File: src/rtl/xor4_sweep_ctrl_v.sv
// rtl/xor4_sweep_ctrl_v.sv - self-test sweep sequencer and checker for a 4-input XOR gate
//
// Purpose:
//   On a start pulse in IDLE, drives all 16 input combinations onto an XOR4 gate
//   in ascending order. Each vector is held for DWELL_CYCLES clocks. The gate
//   output is sampled on the last dwell edge and compared with the odd parity of
//   the vector. Mismatches are counted, and pass/fail is reported with a
//   start/busy/done handshake.
//
// Ports:
//   i_clk      system clock, rising edge
//   i_rst      synchronous reset, active-high
//   i_start    start request, honoured only in IDLE
//   i_f        output of the XOR4 gate under test
//   o_a..o_d   gate inputs, vec[3]..vec[0], driven only while sweeping
//   o_vec      current vector index
//   o_busy     high while sweeping
//   o_done     single-cycle pulse at sweep end
//   o_pass     1 if the last sweep had zero mismatches, held until next start
//   o_err_cnt  mismatch count of the current/last sweep, 0..16

module xor4_sweep_ctrl_v #(
    parameter int DWELL_CYCLES = 4,
    parameter int CNT_W        = 8
) (
    input  logic       i_clk,
    input  logic       i_rst,
    input  logic       i_start,
    input  logic       i_f,
    output logic       o_a,
    output logic       o_b,
    output logic       o_c,
    output logic       o_d,
    output logic [3:0] o_vec,
    output logic       o_busy,
    output logic       o_done,
    output logic       o_pass,
    output logic [4:0] o_err_cnt
);

    typedef enum logic [1:0] {
        ST_IDLE = 2'd0,
        ST_RUN  = 2'd1,
        ST_DONE = 2'd2
    } state_t;

    localparam logic [CNT_W-1:0] DWELL_LAST = CNT_W'(DWELL_CYCLES - 1);

    state_t           state_q, state_d;
    logic [3:0]       vec_q, vec_d;
    logic [CNT_W-1:0] dwell_q, dwell_d;
    logic [3:0]       gate_q, gate_d;     // {a, b, c, d}
    logic             busy_q, busy_d;
    logic             done_q, done_d;
    logic             pass_q, pass_d;
    logic [4:0]       err_cnt_q, err_cnt_d;

    logic             dwell_end;
    logic             exp_f;
    logic             mismatch;
    logic [4:0]       err_cnt_next;
    logic [3:0]       vec_inc;

    // Expected gate output is the odd parity of the vector currently applied.
    assign exp_f        = vec_q[3] ^ vec_q[2] ^ vec_q[1] ^ vec_q[0];
    assign mismatch     = (i_f != exp_f);
    assign dwell_end    = (dwell_q == DWELL_LAST);
    assign err_cnt_next = err_cnt_q + {4'd0, mismatch};
    assign vec_inc      = vec_q + 4'd1;

    always_comb begin
        state_d   = state_q;
        vec_d     = vec_q;
        dwell_d   = dwell_q;
        gate_d    = gate_q;
        busy_d    = busy_q;
        done_d    = 1'b0;
        pass_d    = pass_q;
        err_cnt_d = err_cnt_q;

        case (state_q)
            ST_IDLE: begin
                gate_d = 4'd0;
                busy_d = 1'b0;
                if (i_start) begin
                    state_d   = ST_RUN;
                    vec_d     = 4'd0;
                    dwell_d   = '0;
                    err_cnt_d = 5'd0;
                    pass_d    = 1'b0;
                    busy_d    = 1'b1;
                    gate_d    = 4'd0;
                end
            end

            ST_RUN: begin
                if (dwell_end) begin
                    err_cnt_d = err_cnt_next;
                    if (vec_q == 4'hF) begin
                        // Pass uses the updated count so the final vector's
                        // compare is included.
                        state_d = ST_DONE;
                        busy_d  = 1'b0;
                        done_d  = 1'b1;
                        gate_d  = 4'd0;
                        pass_d  = (err_cnt_next == 5'd0);
                    end else begin
                        vec_d   = vec_inc;
                        dwell_d = '0;
                        gate_d  = vec_inc;
                    end
                end else begin
                    dwell_d = dwell_q + CNT_W'(1);
                end
            end

            ST_DONE: begin
                // Start is deliberately ignored here; a new sweep needs IDLE.
                state_d = ST_IDLE;
                gate_d  = 4'd0;
                busy_d  = 1'b0;
            end

            default: begin
                state_d = ST_IDLE;
                gate_d  = 4'd0;
                busy_d  = 1'b0;
            end
        endcase
    end

    always_ff @(posedge i_clk) begin
        if (i_rst) begin
            state_q   <= ST_IDLE;
            vec_q     <= 4'd0;
            dwell_q   <= '0;
            gate_q    <= 4'd0;
            busy_q    <= 1'b0;
            done_q    <= 1'b0;
            pass_q    <= 1'b0;
            err_cnt_q <= 5'd0;
        end else begin
            state_q   <= state_d;
            vec_q     <= vec_d;
            dwell_q   <= dwell_d;
            gate_q    <= gate_d;
            busy_q    <= busy_d;
            done_q    <= done_d;
            pass_q    <= pass_d;
            err_cnt_q <= err_cnt_d;
        end
    end

    assign o_a       = gate_q[3];
    assign o_b       = gate_q[2];
    assign o_c       = gate_q[1];
    assign o_d       = gate_q[0];
    assign o_vec     = vec_q;
    assign o_busy    = busy_q;
    assign o_done    = done_q;
    assign o_pass    = pass_q;
    assign o_err_cnt = err_cnt_q;

endmodule

File: config.mk
export PLATFORM = sky130hd
export DESIGN_NAME = xor4_sweep_ctrl_v
export DESIGN_NICKNAME = d
export VERILOG_FILES = /design/src/rtl/xor4_sweep_ctrl_v.sv
export SDC_FILE = /design/constraint.sdc
export NUM_CORES = 1
export LEC_CHECK = 0
export CORE_AREA = 2 2 78 80
export CTS_CLUSTER_SIZE = 20
export DETAILED_ROUTE_END_ITERATION = 7
export DIE_AREA = 0 0 80 82
export HOLD_SLACK_MARGIN = 0.1
export PLACE_DENSITY = 0.38
export SYNTH_ARGS = -nofsm -noshare
export SYNTH_HDL_FRONTEND = slang
export SYNTH_SLANG_ARGS = --single-unit
File: constraint.sdc
create_clock -name i_clk -period 3 [get_ports i_clk]
set_input_delay 0.75 -clock i_clk [delete_from_list [all_inputs] [get_ports i_clk]]
set_output_delay 0.75 -clock i_clk [all_outputs]
set_load 0.05 [all_outputs]
==> results.md <==
- Status: finished clean
- Most frequent cells in the layout: dfxtp_1, clkdlybuf4s50_1, nand2_1
- TritonCTS clock tree: built
- Area grow syn2layout: 24.59%
- Max-Cap Viols: 0
- Gr busiest metal: met2
- Post-synth EDFFs: 0
- Most used DFF post-synth: dfxtp_1
- Global-route wire length before repair: between 6000 and 7000 um
- Clock sinks: 26
- Final hold violations: 0
- Cell Area, Synth: roughly 0.0014 mm2
- Worst setup SP type: input pin
- Peak supply drop: roughly 0.26 mV
- Via count: 1308
- Setup TNS: 0 ns
- Worst-path clk slew: ~0.10 ns
- Routing usage on met2: slightly above 20%
- Synth cell types: 44
- Syn nets: between 150 and 200
- Skew final: approximately 0.013 ns
- Detailed router's first-iteration violation count: 87
- Unrepaired setup endpoints after global routing: false
- CTS Buffer Depth: 2
- Most numerous cell on the critical path: ha_1
- Die Height: ~82 um
- Layout cells sized above 1: under 10%
- Total CTS buffers: 3
- Vias in the first global route: between 1000 and 1500
- Min-delay src: gate_q[3]$_SDFFE_PP0P_
- Hold Path End: gate_q[3]$_SDFFE_PP0P_
- Routed vias/inst: between 5 and 6
- Fin util: between 30 and 40%
- CP max stage delay: 0.47 ns
- R2R setup slack: roughly 0.63 ns
- Crit path max fanout: 4
- # hold bufs at CTS: 0
- Worst-path cell chain: clkdlybuf4s50_1, xor2_1, xnor2_1, ha_1, ha_1, nand3_1, or4_1, a31oi_1
- Final nets: 196
- Routed len/inst: between 10 and 15 um
- Initial antenna violation count: 0
- FF-to-FF Start: o_vec[3]$_SDFFE_PP0P_
- Post-Syn Instances: about 170
- Synth warnings: 0
- Routed wire length: ~3800 um
- PortBufs: 19
- Nature of the critical path endpoint: register
- Ys async rst share: 0%
- FMAX: approximately 0.4 GHz
- Tot GR Track Use: roughly 13%
- Register area share after synthesis: between 30% and 40%
- Setup Buffers After CTS: 0
- Most common cell after layout, fill and taps aside: dfxtp_1
- WP data arrival: 2.77 ns
- FF+latch count, synth: 26
- Row count: 28
- CTS H-Tree Depth: 1
- Avg Cell Area, Syn: ~8.3 um2
- Pin count of the biggest net entering global routing: 17
- Worst-Skew Late Latency: 0.28 ns
- Detailed Routing Iterations Pass 1: 4
- Antenna viol nets, final: 0
- Worst path required time: between 3 and 4 ns
- Final instance area: 0.001730 mm2
- Slowest CP cell: clkdlybuf4s50_1
- Worst setup path category: input pin to register
- Period minus WS final: 2.550 ns
- Non-Filler Instances: roughly 260
- Final period util: 84.99%
- Final setup vio count: 0
- GPL Wtd Cong: about 0.80
- GRT overflow: 0
- Core Box Area: 0.005746 mm2
- R2R Path End: o_err_cnt[4]$_SDFFE_PP0P_
- Rel. slew slack: about 58%
- Root Buffer: clkbuf_8
- Worst hold margin: roughly 0.46 ns
- Worst-Margin Slew: ~0.62 ns
- DP Cell Count: around 260
- Met1 usage: approximately 17%
- Die footprint: ~0.0066 mm2
- Die width: around 80 um
- Initial Util: between 20% and 30%
- Cell Area, Placed: approximately 0.0017 mm2
- PwrDens: just over 400 mW/mm2
- R2R cell count: 8
- Hold path cells: 2
- Final Slew Violations: 0
- DR DRC count: 0
- I/O Pins: 20
- GR Util met3: around 1.6%
- Lkg Pwr: about 0.58 nW
- Detailed placement HPWL: about 2700 um
- Post-CTS Resized: 0
- Worst min path class: register to register
- Ant diodes: 0
state kept, by name, indices dropped and copies added, names as in the netlist:
| register | flops |
|---|---|
| o_vec | 4 |
| dwell_q | 8 |
| o_done | 1 |
| o_err_cnt | 5 |
| state_q | 2 |
| o_busy | 1 |
| o_pass | 1 |
| gate_q | 4 |
cell families (layout without fill, tap and decap cells):
| kind of cell | count (synthesis) | after routing | share of synthesized area, % |
|---|---|---|---|
| AOI/OAI and AO/OA | 47 | 47 | 20.45 |
| xor gates and xnor gates | 4 | 4 | 2.523 |
| adders and majority gates | 5 | 5 | 4.505 |
| buffers and inverters | 12 | 30 | 3.693 |
| DFF | 26 | 26 | 37.48 |
| muxes | 1 | 1 | 0.8108 |
| and+or+nand+nor | 73 | 73 | 30.54 |
where the power goes:
part	switching (W)	total, W	internal [W]	leakage [nW]
combinational	0.0000296	0.0000480	0.0000183	0.329
clock	0.000120	0.000299	0.000179	0.0357
sequential	0.00000679	0.000355	0.000349	0.210
total	0.000157	0.000702	0.000546	0.575
worst max-delay path: cells and delay by family:
| family | cells | cell delay, ns |
|---|---|---|
| and+or+nand+nor | 2 | 0.57 |
| buffers and inverters | 1 | 0.47 |
| adders and majority gates | 2 | 0.46 |
| xor gates and xnor gates | 2 | 0.36 |
| AOI/OAI and AO/OA | 1 | 0.16 |
Yosys cell counts, types with 2 or more instances:
master	instances	area, um2
a31oi_1	11	68.82
nor2_1	6	22.52
nand4_1	5	31.28
o21ai_0	13	65.06
dfxtp_1	26	520.5
a21oi_1	12	60.06
ha_1	5	62.56
nand3_1	16	80.08
or4_1	2	15.01
a211oi_1	2	15.01
xnor2_1	3	26.28
nand2_1	17	63.81
or3_1	3	18.77
nor2b_1	4	25.02
nand4b_1	2	17.52
inv_1	4	15.01
o211ai_1	3	22.52
clkbuf_1	5	18.77
nor3_1	4	20.02
worst max path at each step:
stage,from,to,slack (ns),cells past startpoint
finish,i_f,o_err_cnt[4]$_SDFFE_PP0P_,0.45,8
global route,i_f,o_err_cnt[4]$_SDFFE_PP0P_,0.34,8
CTS,i_f,o_err_cnt[4]$_SDFFE_PP0P_,0.45,8
detailed placement,i_f,o_err_cnt[4]$_SDFFE_PP0P_,0.14,8
global placement,i_f,o_err_cnt[4]$_SDFFE_PP0P_,0.16,8
floorplan,o_vec[3]$_SDFFE_PP0P_,o_err_cnt[4]$_SDFFE_PP0P_,0.45,8
metal layers:
layer	wire, um	part of all wire [%]
met1	1931	50
met2	1753	46
met3	120	3.1
met4	23	0.60
met5	0	0
metrics by stage:
step,power (W),worst slack [ns]
6_report,0.0007022,0.4502
5_1_grt,0.0007371,0.3354
4_1_cts,0.0007190,0.4487
3_5_place_dp,0.0004120,0.1445
3_3_place_gp,0.0004120,0.1573
2_1_floorplan,0.0003909,0.4467
final cells by class:
class / instances / area [um2]
fillers: 629 / 4015
multi-input cells: 130 / 817.0
flip-flops and latches: 26 / 520.5
repair buffers: 22 / 212.7
well taps: 75 / 93.84
clock buffers: 3 / 41.29
clock inverters: 1 / 30.03
inverters: 4 / 15.01
Power figures use the tool's default switching activity.
==> RTL edit 1: new RTL, same flow settings <==
The output `o_done` loses its register stage (`done_q` becomes a continuous assignment).
--- a/src/rtl/xor4_sweep_ctrl_v.sv
+++ b/src/rtl/xor4_sweep_ctrl_v.sv
@@ -136,7 +136,6 @@
             dwell_q   <= '0;
             gate_q    <= 4'd0;
             busy_q    <= 1'b0;
-            done_q    <= 1'b0;
             pass_q    <= 1'b0;
             err_cnt_q <= 5'd0;
         end else begin
@@ -145,11 +144,12 @@
             dwell_q   <= dwell_d;
             gate_q    <= gate_d;
             busy_q    <= busy_d;
-            done_q    <= done_d;
             pass_q    <= pass_d;
             err_cnt_q <= err_cnt_d;
         end
     end
+
+    assign done_q = done_d;
 
     assign o_a       = gate_q[3];
     assign o_b       = gate_q[2];
Behaviour: no difference found for any inputs over 10 cycles, from zero or initial values and one cycle with i_rst high; that may be too few to reach the edited logic, so the function may still have changed.
==> RTL edit 1 against the unedited design <==
Power is 15% lower. Setup slack worse by 0.11 ns. Routed wire length is 7.0% lower. Utilization is 0.52 points lower. Count of clock-buffer cells in the layout stayed put. Sequential cell count is 1 lower. Global-route usage is 0.89 points lower. Final area is 1.7% lower. Sequential power is 4% lower. Area after synthesis is 0.45% lower. Clock skew is 0.0079 ns lower. Largest power group unchanged. Highest routed layer unchanged.
==> RTL edit 1: results (changes against the unedited design) <==
qor: place.postPlaceCellArea 1650 um^2 [was 1660 um^2]
qor: route.drt-initial-drc-count 88 [was 87]
qor: route.detail_route.vias_per_cell 4.98 [was 5.01]
qor: setup_path.worst_path_slowest_cell dfxtp_1 [was clkdlybuf4s50_1]
qor: final_layout.final_net_count 182 [was 196]
qor: grt.grt_pass1_wl 5980 um [was 6430 um]
qor: setup_path.crit_end o_done [was o_err_cnt[4]$_SDFFE_PP0P_]
qor: route.postRouteWirelength 3560 um [was 3830 um]
qor: setup_path.reg2reg_setup_slack 0.86 ns [was 0.63 ns]
qor: setup_path.timing.critical_path.fanout_max 7 [was 4]
qor: outcome.run_status finished, final reports clean [unchanged]
qor: sta.timing_worst_slew_pin_value 0.497 ns [was 0.624 ns]
qor: pwr.power.leakage 0.607 nW [was 0.575 nW]
qor: synthesis.synthTopCellsByArea dfxtp_1 (36%), a21oi_1 (4.7%), nand3_1 (4.7%) [was dfxtp_1 (37%), nand3_1 (5.8%), a31oi_1 (5.0%)]
qor: pwr.pg_clk 0.000208 W [was 0.000299 W]
qor: grt.grt_start_max_net_pins 15 [was 17]
qor: pwr.swShare 24.9% [was 22.3%]
qor: grt.groute.usage.overall 11.7% [was 12.6%]
qor: pwr.worst_ir_drop_vdd 120 uV [was 259 uV]
qor: setup_path.timing.critical_path.from dwell_q[0]$_SDFFE_PP0P_ [was i_f]
qor: pwr.comb_cell_power 0.0000464 W [was 0.0000480 W]
qor: clocking.numClockSinks 25 [was 26]
qor: place.post-dp-hpwl 2650 um [was 2720 um]
qor: sta.fin_hold_ws 0.459 ns [was 0.456 ns]
qor: synthesis.part_of_the_yosys_area_used_for_sequential_elements 36.2% [was 37.5%]
qor: place.routabilityCongestion 0.752 [was 0.796]
qor: clocking.clockBufferDepth 2 [unchanged]
qor: place.numPortBuffers 19 [unchanged]
qor: place.post-place-ws 0.365 ns [was 0.145 ns]
qor: setup_path.critical-path-max-stage-delay 0.43 ns [was 0.47 ns]
qor: synthesis.yosys.cell_types.count 50 [was 44]
qor: sta.fmax 376 MHz [was 392 MHz]
qor: setup_path.ff2ff_path_depth 8 [unchanged]
qor: synthesis.commonest_cells_post_synth dfxtp_1 (25), nand2_1 (16), a21oi_1 (13), nand3_1 (13) [was dfxtp_1 (26), nand2_1 (17), nand3_1 (16)]
qor: synthesis.syn_nets 161 [was 177]
qor: grt.grt_pass1_vias 1,169 [was 1,236]
qor: setup_path.critPathArrivalTime 1.91 ns [was 2.77 ns]
qor: clocking.post_cts_resize_count 0 [unchanged]
qor: synthesis.synth_top_area_share 36.2% [was 37.5%]
qor: pwr.share_clk_of_total_power 35.0% [was 42.6%]
==> RTL edit 1: logic make-up (layout without fill, tap and decap cells) <==
kind of cell	after synthesis	in the layout	synth area share, %
AOI/OAI and AO/OA	42	42	22.4
xor gates and xnor gates	6	6	3.80
DFF	25	25	36.2
buffers and inverters	5	25	1.81
and+or+nand+nor	69	69	31.3
adders and majority gates	5	5	4.52
==> RTL edit 1: through the flow <==
stage / instances / utilization (%)
after floorplan: 152 / -
after global placement: 243 / 28.8
after detailed placement: 243 / 28.8
after CTS: 247 / 29.6
after global routing: 247 / 29.6
final: 247 / 29.6
==> RTL edit 1: per-layer routing <==
layer / track usage, % / share of wire (%)
met1: 15.4 / 47
met2: 19.1 / 48
met3: 2.20 / 3.7
met4: 4.07 / 1.1
met5: 0 / 0
==> RTL edit 1: layout make-up <==
cell class,count,share of cell area [%]
multi-input combinational,122,50.4
sequential,25,29.4
timing repair buffer,21,11.9
tap,75,5.52
clock buffer,3,2.43
clock inverter,1,0.294
==> RTL edit 2: new RTL, same settings <==
Made on the original files. The parameter `CNT_W` goes from 8 to 10.
--- a/src/rtl/xor4_sweep_ctrl_v.sv
+++ b/src/rtl/xor4_sweep_ctrl_v.sv
@@ -21,7 +21,7 @@
 
 module xor4_sweep_ctrl_v #(
     parameter int DWELL_CYCLES = 4,
-    parameter int CNT_W        = 8
+    parameter int CNT_W        = 10
 ) (
     input  logic       i_clk,
     input  logic       i_rst,
Behaviour: same outputs for any inputs over 10 cycles, from zero or initial values and one cycle with i_rst high; that may be too few to reach the edited logic, so the function may still have changed.
==> RTL edit 2 against the unedited design <==
Non-clock buffer count shrank 1. Routed wire length shrank 8.0%. Setup slack gained 0.088 ns. Utilization grew 0.46 points. Sequential cell count grew 2. Synthesized cell count grew 1.2%. Area after synthesis grew 2.2%. Final area grew 1.5%. Sequential power grew 7.6%. Clock skew shrank 0.0070 ns. Register-to-register slack gained 0.10 ns. Power grew 6.6%. Critical path type unchanged. Largest power group unchanged.
==> RTL edit 2: results (changes against the unedited design) <==
qor: pwr.power.leakage 0.570 nW [was 0.575 nW]
qor: synthesis.yosys.cell_types.count 39 [was 44]
qor: setup_path.timing.critical_path.max_delay_family adder cells [was simple AND/OR/NAND/NOR gates]
qor: synthesis.synthTopCellsByArea dfxtp_1 (40%), nand2_1 (6.1%), nand3_1 (6.0%) [was dfxtp_1 (37%), nand3_1 (5.8%), a31oi_1 (5.0%)]
qor: grt.grtUsageMet3 1.76% [was 1.65%]
qor: clocking.clockBufferDepth 2 [unchanged]
qor: final_layout.final_net_count 199 [was 196]
qor: place.routabilityCongestion 0.761 [was 0.796]
qor: route.detail_route.vias_per_cell 4.92 [was 5.01]
qor: pwr.worst_ir_drop_vdd 178 uV [was 259 uV]
qor: synthesis.commonest_cells_post_synth dfxtp_1 (28), nand2_1 (23), nand3_1 (17) [was dfxtp_1 (26), nand2_1 (17), nand3_1 (16)]
qor: synthesis.syn_nets 179 [was 177]
qor: place.post-place-ws 0.232 ns [was 0.145 ns]
qor: grt.grt_util_met2 19.6% [was 20.3%]
qor: setup_path.timing.critical_path.fanout_max 2 [was 4]
qor: synthesis.synth.area.mux_share 0.705% [was 0.811%]
qor: place.post-dp-hpwl 2590 um [was 2720 um]
qor: sta.finClkSkew 0.00648 ns [was 0.0134 ns]
qor: pwr.pg_clk 0.000308 W [was 0.000299 W]
qor: synthesis.part_of_the_yosys_area_used_for_sequential_elements 39.5% [was 37.5%]
qor: route.route.detailed.wl_per_inst 13.3 um [was 14.7 um]
qor: route.routed_wire_length_on_met2 1750 um [about the same]
qor: route.drt-initial-drc-count 37 [was 87]
qor: route.antenna_left 0 [unchanged]
qor: final_layout.drive_above_1_share 6.35% [was 8.60%]
qor: clocking.clock_insertion_delay_worst_skew 0.28 ns [about the same]
qor: worst_hold_path.min-delay-path-class flop to flop [unchanged]
qor: place.postPlaceCellArea 1690 um^2 [was 1660 um^2]
qor: synthesis.post_synth_fa_ha_maj_area_fraction 4.41% [was 4.50%]
qor: route.wirelength_met1 1600 um [was 1930 um]
qor: place.placedCellCount 260 [was 257]
qor: setup_path.crit-reg2reg-launch o_vec[2]$_SDFFE_PP0P_ [was o_vec[3]$_SDFFE_PP0P_]
qor: grt.grt_use_met1 14.5% [was 17.4%]
qor: outcome.run_status finished, final reports clean [unchanged]
qor: synthesis.synthXorXnorAreaFrac 5.56% [was 2.52%]
qor: pwr.seq_power_share 51.0% [was 50.6%]
qor: pwr.power.density_cell_area 426 nW/um^2 [was 406 nW/um^2]
qor: route.postRouteWirelength 3520 um [was 3830 um]
qor: grt.grt_pass1_wl 5910 um [was 6430 um]
qor: route.met3_wirelength 95 um [was 120 um]
qor: setup_path.critPathArrivalTime 2.65 ns [was 2.77 ns]
qor: grt.grt_pass1_vias 1,220 [was 1,236]
qor: grt.groute.usage.overall 11.6% [was 12.6%]
qor: clocking.post-cts-setup-buffer-count 0 [unchanged]
qor: synthesis.complex_gate_fraction_of_the_synthesized_area 19.2% [was 20.5%]
-- RTL edit 2: changes by cell type after synthesis, moves of 3 or more --
| cell | delta |
|---|---|
| nand2_1 | +6 |
| o21ai_0 | -3 |
| a31oi_1 | -7 |
| inv_1 | -3 |
| xnor2_1 | +3 |
| nand4_1 | -5 |
| nor2_1 | +9 |
-- RTL edit 2: worst paths after layout --
kind / end / slack [ns] / cells after the start
worst max-delay path: o_pass$_SDFFE_PP0P_ / 0.54 / 8
worst min-delay path: gate_q[3]$_SDFFE_PP0P_ / 0.47 / 2
worst max register to register: o_pass$_SDFFE_PP0P_ / 0.73 / 8
worst min register to register: gate_q[3]$_SDFFE_PP0P_ / 0.47 / 2
-- RTL edit 2: cell type report --
type	instances	area, um^2
clock buffers	3	41.3
clock inverters	1	30.0
fillers	652	3990
inverters	1	3.75
multi-input cells	135	822
flip-flops and latches	28	561
well taps	75	93.8
repair buffers	21	205
